File: src/rtl/bus_pkg.sv
`default_nettype none
// ============================================================================
// Module      : bus_pkg
// Description : Shared definitions for the peripheral bus: access size
//               encodings, byte-enable patterns and the initiator state type.
// Ports       : none (package)
// Revision    : 1.0 - initial release
// ============================================================================
package bus_pkg;

  // Access size encodings carried on cmd_size
  localparam logic [1:0] SZ_BYTE = 2'b00;
  localparam logic [1:0] SZ_HALF = 2'b01;
  localparam logic [1:0] SZ_WORD = 2'b10;
  localparam logic [1:0] SZ_RSVD = 2'b11;

  // Byte-enable patterns; data is right-justified, so lanes start at bit 0
  localparam logic [3:0] BE_BYTE = 4'b0001;
  localparam logic [3:0] BE_HALF = 4'b0011;
  localparam logic [3:0] BE_WORD = 4'b1111;

  typedef enum logic [1:0] {
    IDLE    = 2'd0,
    ACCESS  = 2'd1,
    RESPOND = 2'd2
  } init_state_t;

  // Byte-enable for a given size; reserved size never reaches the bus
  function automatic logic [3:0] size_to_be(input logic [1:0] size);
    logic [3:0] be;
    case (size)
      SZ_BYTE: be = BE_BYTE;
      SZ_HALF: be = BE_HALF;
      SZ_WORD: be = BE_WORD;
      default: be = 4'b0000;
    endcase
    return be;
  endfunction

endpackage
`default_nettype wire

File: src/rtl/bus_rdata_extend.sv
`default_nettype none
// ============================================================================
// Module      : bus_rdata_extend
// Description : Combinational size/sign extension of right-justified read
//               data. Shared by the bus initiator and the load unit.
// Ports       : i_rdata  - raw read data from the target
//               i_size   - access size (bus_pkg SZ_*)
//               i_signed - sign-extend byte/half reads
//               o_rdata  - extended read data
// Revision    : 1.0 - initial release
// ============================================================================
module bus_rdata_extend
  import bus_pkg::*;
#(
  parameter int DATA_WIDTH = 32
) (
  input  logic [DATA_WIDTH-1:0] i_rdata,
  input  logic [1:0]            i_size,
  input  logic                  i_signed,
  output logic [DATA_WIDTH-1:0] o_rdata
);

  logic w_sign_b;
  logic w_sign_h;

  assign w_sign_b = i_signed & i_rdata[7];
  assign w_sign_h = i_signed & i_rdata[15];

  always_comb begin
    o_rdata = i_rdata;
    case (i_size)
      SZ_BYTE: o_rdata = {{(DATA_WIDTH-8){w_sign_b}}, i_rdata[7:0]};
      SZ_HALF: o_rdata = {{(DATA_WIDTH-16){w_sign_h}}, i_rdata[15:0]};
      default: o_rdata = i_rdata;
    endcase
  end

endmodule
`default_nettype wire

File: src/rtl/bus_initiator.sv
`default_nettype none
// ============================================================================
// Module      : bus_initiator
// Description : Single-outstanding bus master. Accepts a read/write command,
//               holds the bus access until the target is ready (or a timeout
//               expires), then returns a response. All outputs except
//               cmd_ready are registered.
// Ports       : clk, rst_n          - clock, synchronous active-low reset
//               cmd_*               - command channel (valid/ready)
//               rsp_*               - response channel (valid/ready)
//               bus_enable/wr_en/addr/wdata/be - drive the target
//               bus_ready/rdata/err - target responses
// Revision    : 1.0 - initial release
// ============================================================================
module bus_initiator
  import bus_pkg::*;
#(
  parameter int ADDR_WIDTH = 32,
  parameter int DATA_WIDTH = 32,
  parameter int TIMEOUT    = 255
) (
  input  logic                    clk,
  input  logic                    rst_n,
  input  logic                    cmd_valid,
  output logic                    cmd_ready,
  input  logic                    cmd_wr,
  input  logic [ADDR_WIDTH-1:0]   cmd_addr,
  input  logic [DATA_WIDTH-1:0]   cmd_wdata,
  input  logic [1:0]              cmd_size,
  input  logic                    cmd_signed,
  output logic                    rsp_valid,
  input  logic                    rsp_ready,
  output logic [DATA_WIDTH-1:0]   rsp_rdata,
  output logic                    rsp_err,
  output logic                    rsp_timeout,
  output logic                    bus_enable,
  output logic                    bus_wr_en,
  output logic [ADDR_WIDTH-1:0]   bus_addr,
  output logic [DATA_WIDTH-1:0]   bus_wdata,
  output logic [DATA_WIDTH/8-1:0] bus_be,
  input  logic                    bus_ready,
  input  logic [DATA_WIDTH-1:0]   bus_rdata,
  input  logic                    bus_err
);

  localparam int                c_cnt_w    = $clog2(TIMEOUT + 1);
  localparam logic [c_cnt_w-1:0] c_cnt_last = c_cnt_w'(TIMEOUT - 1);

  init_state_t                r_state,      w_state;
  logic [c_cnt_w-1:0]         r_cnt,        w_cnt;
  logic [1:0]                 r_size,       w_size;
  logic                       r_signed,     w_signed;
  logic                       r_bus_enable, w_bus_enable;
  logic                       r_bus_wr_en,  w_bus_wr_en;
  logic [ADDR_WIDTH-1:0]      r_bus_addr,   w_bus_addr;
  logic [DATA_WIDTH-1:0]      r_bus_wdata,  w_bus_wdata;
  logic [DATA_WIDTH/8-1:0]    r_bus_be,     w_bus_be;
  logic                       r_rsp_valid,  w_rsp_valid;
  logic [DATA_WIDTH-1:0]      r_rsp_rdata,  w_rsp_rdata;
  logic                       r_rsp_err,    w_rsp_err;
  logic                       r_rsp_timeout, w_rsp_timeout;

  logic [DATA_WIDTH-1:0]      w_ext_rdata;
  logic                       w_cmd_ready;

  bus_rdata_extend #(
    .DATA_WIDTH (DATA_WIDTH)
  ) u_extend (
    .i_rdata  (bus_rdata),
    .i_size   (r_size),
    .i_signed (r_signed),
    .o_rdata  (w_ext_rdata)
  );

  // The target must have released ready from the previous access before a
  // new one starts, otherwise a stale ready would complete it immediately.
  assign w_cmd_ready = (r_state == IDLE) && !bus_ready;

  always_comb begin
    w_state       = r_state;
    w_cnt         = r_cnt;
    w_size        = r_size;
    w_signed      = r_signed;
    w_bus_enable  = r_bus_enable;
    w_bus_wr_en   = r_bus_wr_en;
    w_bus_addr    = r_bus_addr;
    w_bus_wdata   = r_bus_wdata;
    w_bus_be      = r_bus_be;
    w_rsp_valid   = r_rsp_valid;
    w_rsp_rdata   = r_rsp_rdata;
    w_rsp_err     = r_rsp_err;
    w_rsp_timeout = r_rsp_timeout;

    case (r_state)
      IDLE: begin
        if (cmd_valid && w_cmd_ready) begin
          if (cmd_size == SZ_RSVD) begin
            // Rejected without touching the bus
            w_rsp_valid   = 1'b1;
            w_rsp_err     = 1'b1;
            w_rsp_timeout = 1'b0;
            w_rsp_rdata   = '0;
            w_state       = RESPOND;
          end else begin
            w_size       = cmd_size;
            w_signed     = cmd_signed;
            w_bus_enable = 1'b1;
            w_bus_wr_en  = cmd_wr;
            w_bus_addr   = cmd_addr;
            w_bus_wdata  = cmd_wr ? cmd_wdata : '0;
            w_bus_be     = size_to_be(cmd_size);
            w_cnt        = '0;
            w_state      = ACCESS;
          end
        end
      end

      ACCESS: begin
        // ready is tested first so it wins over a coincident timeout
        if (bus_ready) begin
          w_bus_enable  = 1'b0;
          w_rsp_valid   = 1'b1;
          w_rsp_err     = bus_err;
          w_rsp_timeout = 1'b0;
          w_rsp_rdata   = (!r_bus_wr_en && !bus_err) ? w_ext_rdata : '0;
          w_state       = RESPOND;
        end else if (r_cnt == c_cnt_last) begin
          w_bus_enable  = 1'b0;
          w_rsp_valid   = 1'b1;
          w_rsp_err     = 1'b1;
          w_rsp_timeout = 1'b1;
          w_rsp_rdata   = '0;
          w_state       = RESPOND;
        end else begin
          w_cnt = r_cnt + 1'b1;
        end
      end

      RESPOND: begin
        if (rsp_ready) begin
          w_rsp_valid = 1'b0;
          w_state     = IDLE;
        end
      end

      default: w_state = IDLE;
    endcase
  end

  always_ff @(posedge clk) begin
    if (!rst_n) begin
      r_state       <= IDLE;
      r_cnt         <= '0;
      r_size        <= '0;
      r_signed      <= 1'b0;
      r_bus_enable  <= 1'b0;
      r_bus_wr_en   <= 1'b0;
      r_bus_addr    <= '0;
      r_bus_wdata   <= '0;
      r_bus_be      <= '0;
      r_rsp_valid   <= 1'b0;
      r_rsp_rdata   <= '0;
      r_rsp_err     <= 1'b0;
      r_rsp_timeout <= 1'b0;
    end else begin
      r_state       <= w_state;
      r_cnt         <= w_cnt;
      r_size        <= w_size;
      r_signed      <= w_signed;
      r_bus_enable  <= w_bus_enable;
      r_bus_wr_en   <= w_bus_wr_en;
      r_bus_addr    <= w_bus_addr;
      r_bus_wdata   <= w_bus_wdata;
      r_bus_be      <= w_bus_be;
      r_rsp_valid   <= w_rsp_valid;
      r_rsp_rdata   <= w_rsp_rdata;
      r_rsp_err     <= w_rsp_err;
      r_rsp_timeout <= w_rsp_timeout;
    end
  end

  assign cmd_ready   = w_cmd_ready;
  assign rsp_valid   = r_rsp_valid;
  assign rsp_rdata   = r_rsp_rdata;
  assign rsp_err     = r_rsp_err;
  assign rsp_timeout = r_rsp_timeout;
  assign bus_enable  = r_bus_enable;
  assign bus_wr_en   = r_bus_wr_en;
  assign bus_addr    = r_bus_addr;
  assign bus_wdata   = r_bus_wdata;
  assign bus_be      = r_bus_be;

endmodule
`default_nettype wire
File: config.mk
export PLATFORM = sky130hd
export DESIGN_NAME = bus_initiator
export DESIGN_NICKNAME = d
export VERILOG_FILES = /design/src/rtl/bus_pkg.sv /design/src/rtl/bus_rdata_extend.sv /design/src/rtl/bus_initiator.sv
export SDC_FILE = /design/constraint.sdc
export NUM_CORES = 1
export LEC_CHECK = 0
export BUFFER_PORTS_ARGS = -buffer_cell sky130_fd_sc_hd__buf_2
export CELL_PAD_IN_SITES_DETAIL_PLACEMENT = 2
export CELL_PAD_IN_SITES_GLOBAL_PLACEMENT = 2
export CORE_MARGIN = 2
export CORE_UTILIZATION = 26
export DETAILED_ROUTE_END_ITERATION = 10
export GPL_TIMING_DRIVEN = 0
export PLACE_DENSITY = 0.76
export SYNTH_ARGS = -nofsm -noshare
export SYNTH_HDL_FRONTEND = slang
export SYNTH_HIERARCHICAL = 1
export SYNTH_SLANG_ARGS = --single-unit
File: constraint.sdc
create_clock -name clk -period 1.7 [get_ports clk]
set_input_delay 0.255 -clock clk [delete_from_list [all_inputs] [get_ports clk]]
set_output_delay 0.255 -clock clk [all_outputs]
set_load 0.05 [all_outputs]
==> flow_summary.json <==
{
  "arrival_ns": 1.96,
  "clk_path_buf_depth": 2,
  "crit_fanout": 7,
  "first_pass_iters": 4,
  "synth_area_um2": 4881,
  "cap_violations": 0,
  "p_total_w": 0.007229,
  "status": "complete, no violations",
  "avgSynthCellArea_um2": 8.068,
  "crit_path_end": "r_cnt[6]$_SDFFE_PN0P_",
  "start_util": 0.2627,
  "synth_xor_area_frac": 0,
  "fin_nets": 942,
  "cts_tree": "yes",
  "critPathKind": "flop to flop",
  "grt_max_degree": 17,
  "hold_violations": 0,
  "cp-start-kind": "flop",
  "p_seq_frac": 0.397,
  "die_h_um": 141.0,
  "synthesis.instances": 605,
  "hold_path_class": "input pin to flop",
  "grt_pass1_wl_um": 30630,
  "critPathMaxStageDelay_ns": 0.50,
  "port_buffers": 203,
  "power_switching_w": 0.001998,
  "crit_family": "simple AND/OR/NAND/NOR gates",
  "final-setup-viol-count": 0,
  "period_minus_slack_ns": 1.636,
  "cp_num_cells": 6,
  "synth_warnings": 6,
  "clock_power_share": 0.479,
  "leakage_nw": 2.962,
  "critPathBufInv": 1,
  "synth_compound_area_frac": 0.2156,
  "clkTransAtPathRegs_ns": 0.06,
  "slowest_stage": "or4_1",
  "maxSlewHeadroom": 0.5936,
  "reg2reg_to": "r_cnt[6]$_SDFFE_PN0P_",
  "area_growth_pct": 41.17,
  "fp.dieW_um": 141.0,
  "vias": 5167,
  "crit_path_end_kind": "flop",
  "reg2reg_depth": 6,
  "ys_types": 41,
  "ctsRootBufferMaster": "clkbuf_16",
  "dieArea_um2": 19890,
  "finClkSkew_ns": 0.01046,
  "synthArstFlopShare": 0,
  "routed_wl_um": 19440,
  "routedWlPerCell_um": 18.05,
  "critPathLaunch": "r_cnt[0]$_SDFFE_PN0P_",
  "worst_pin_slew_ns": 0.6096,
  "place.gp.congestion": 0.7277,
  "yosysSeqAreaShare": 0.4799,
  "yosysTopAreaCellShare": 0.4799,
  "worstPathCellList": "inv_1 -> ha_1 -> nand3_2 -> nor3_4 -> or4_1 -> a21oi_1",
  "track_usage": 0.1948,
  "final_cell_mix": "buf_2, nand2_1, dfxtp_1",
  "synthFlopType": "dfxtp_1",
  "worst_hold_slack_ns": 0.08536,
  "core_region_area_um2": 18580,
  "synth_top_cell_by_area": "dfxtp_1",
  "power_density_nw_per_um2": 1049,
  "cts.sinks": 117,
  "period_share": 0.9625,
  "p_int_w": 0.005231,
  "fmax_mhz": 611.1,
  "cts-buffers-inserted": 17,
  "yosys-top-cells-area": "dfxtp_1, nand2_1, a21oi_1",
  "htreeDepth": 4,
  "antenna_found_initial": 1,
  "synth_top_family_by_area": "simple AND/OR/NAND/NOR gates",
  "dp.final_hpwl_um": 14610,
  "synthSimpleGateAreaFrac": 0.2166,
  "cp.required_ns": 2.02,
  "synth_adder_area_share": 0.01282,
  "drive_gt1_frac": 0.3879,
  "finalMaxSlewViolations": 0,
  "layout_commonest_cell": "buf_2",
  "grt_pass1_vias": 5765,
  "ir_drop_mv": 0.6526,
  "switching_share": 0.2764,
  "diodes": 0,
  "dr.first_iter.drc_count": 106,
  "antenna_left": 0,
  "via_per_inst": 4.798,
  "grt-ovfl-total": 0,
  "synth-edff-count": 0,
  "drc": 0,
  "io_pins": 212,
  "holdBufCountCts": 0,
  "synthMuxAreaShare": 0.006665,
  "r2r_setup_slack_ns": 0.06,
  "r2r-start": "r_cnt[0]$_SDFFE_PN0P_",
  "rows": 50,
  "power_frac_comb": 0.124,
  "synth_fp_nets": 716,
  "ys_ff_latch": 117,
  "clk_latency_ns": 0.41
}
==> power by group through the flow <==
stage	Sequential, W	Combinational [W]	Clock, W
after floorplan	0.00315	0.000327	0
after global placement	0.00292	0.000855	0
after detailed placement	0.00293	0.000886	0
after CTS	0.00287	0.000901	0.00355
after global routing	0.00288	0.000974	0.00367
final	0.00287	0.000896	0.00346
==> synthesized netlist by cell type, types with 2 or more instances <==
cell and instances:
buf_4 16, a211oi_1 3, nand3_1 38, a21oi_1 98, ha_1 5, or3_1 2
nor2_1 6, buf_6 3, inv_2 2, o21ai_2 14, buf_2 15, nand4_1 2
nor3_1 2, a21oi_2 10, or4_1 5, nand2_1 167, inv_1 3, nand4bb_1 2
dfxtp_1 117, o21ai_0 14, clkbuf_1 23, o31ai_1 6, o21ai_1 32, nor3_2 3
==> worst min-delay path by stage <==
stage | to | from | depth (start not counted) | slack, ns
6_report | bus_addr[3]$_SDFFE_PN0P_ | cmd_addr[3] | 3 | 0.09
3_5_place_dp | bus_wdata[23]$_SDFFE_PN0P_ | bus_wdata[23]$_SDFFE_PN0P_ | 2 | 0.45
5_1_grt | bus_addr[14]$_SDFFE_PN0P_ | cmd_addr[14] | 3 | 0.08
2_1_floorplan | rsp_err$_SDFFE_PN0P_ | rst_n | 1 | 0.39
3_3_place_gp | bus_wdata[7]$_SDFFE_PN0P_ | bus_wdata[7]$_SDFFE_PN0P_ | 2 | 0.44
4_1_cts | bus_addr[6]$_SDFFE_PN0P_ | cmd_addr[6] | 3 | 0.07
==> through the flow <==
stage                     instance area [um2]  cells    util  setup TNS [ns]  setup WS, ns
after floorplan                          4887    605       -               0       0.01447
after global placement                   6196   1042  0.3335          -12.84       -0.2810
after detailed placement                 6196   1042  0.3335          -20.15       -0.3040
after CTS                                6813   1074  0.3667       -0.008412     -0.008412
after global routing                     6890   1077  0.3708         -0.1145      -0.02111
final                                    6890   1077  0.3708               0       0.06373
==> cell type report <==
type                            count  area, um2
Buffer                             57      339.1
Clock buffer                       18      429.2
Clock inverter                     13      135.1
Fill cell                        2195      11690
Inverter                            5      18.77
Multi-Input combinational cell    426       2273
Sequential cell                   117       2354
Tap cell                          234      292.8
Timing Repair Buffer              207       1049
==> cells by family (layout without fill, tap and decap cells) <==
logic type | count (synthesis) | in the layout
buf+inv | 62 | 300
compound gates | 182 | 182
simple gates | 237 | 237
mux | 2 | 2
flops | 117 | 117
fa+ha+maj | 5 | 5
==> worst reg2reg max path, stage by stage, from the launching register on <==
cell	delay, ns
dfxtp_4	0.38
inv_1	0.06
ha_1	0.21
nand3_2	0.14
nor3_4	0.08
or4_1	0.50
a21oi_1	0.19
==> routing by layer <==
layer  up-vias  share of wire  wire length, um  track usage
met2       151           0.50             9815       0.3530
met5         -        0.00067               13            0
met1      2489           0.41             7994       0.2145
met4         2          0.014              267      0.05105
met3        23          0.069             1348      0.07303
li1       2502              -                -            -
==> repair_timing <==
item	CTS	global route
cloned	0	0
resized for setup	13	21
buffers inserted	1	3
pin swaps	1	3
hold endpoints to repair	0	0
setup endpoints to repair	106	94
==> flip-flops by register name, indices dropped and copies added (netlist names) <==
register / cells
rsp_valid: 1
rsp_err: 1
bus_wdata: 32
r_state: 2
r_size: 2
bus_be: 3
rsp_rdata: 32
r_signed: 1
rsp_timeout: 1
bus_wr_en: 1
bus_addr: 32
bus_enable: 1
r_cnt: 8
Note: power is estimated with default switching activity, not from simulation.
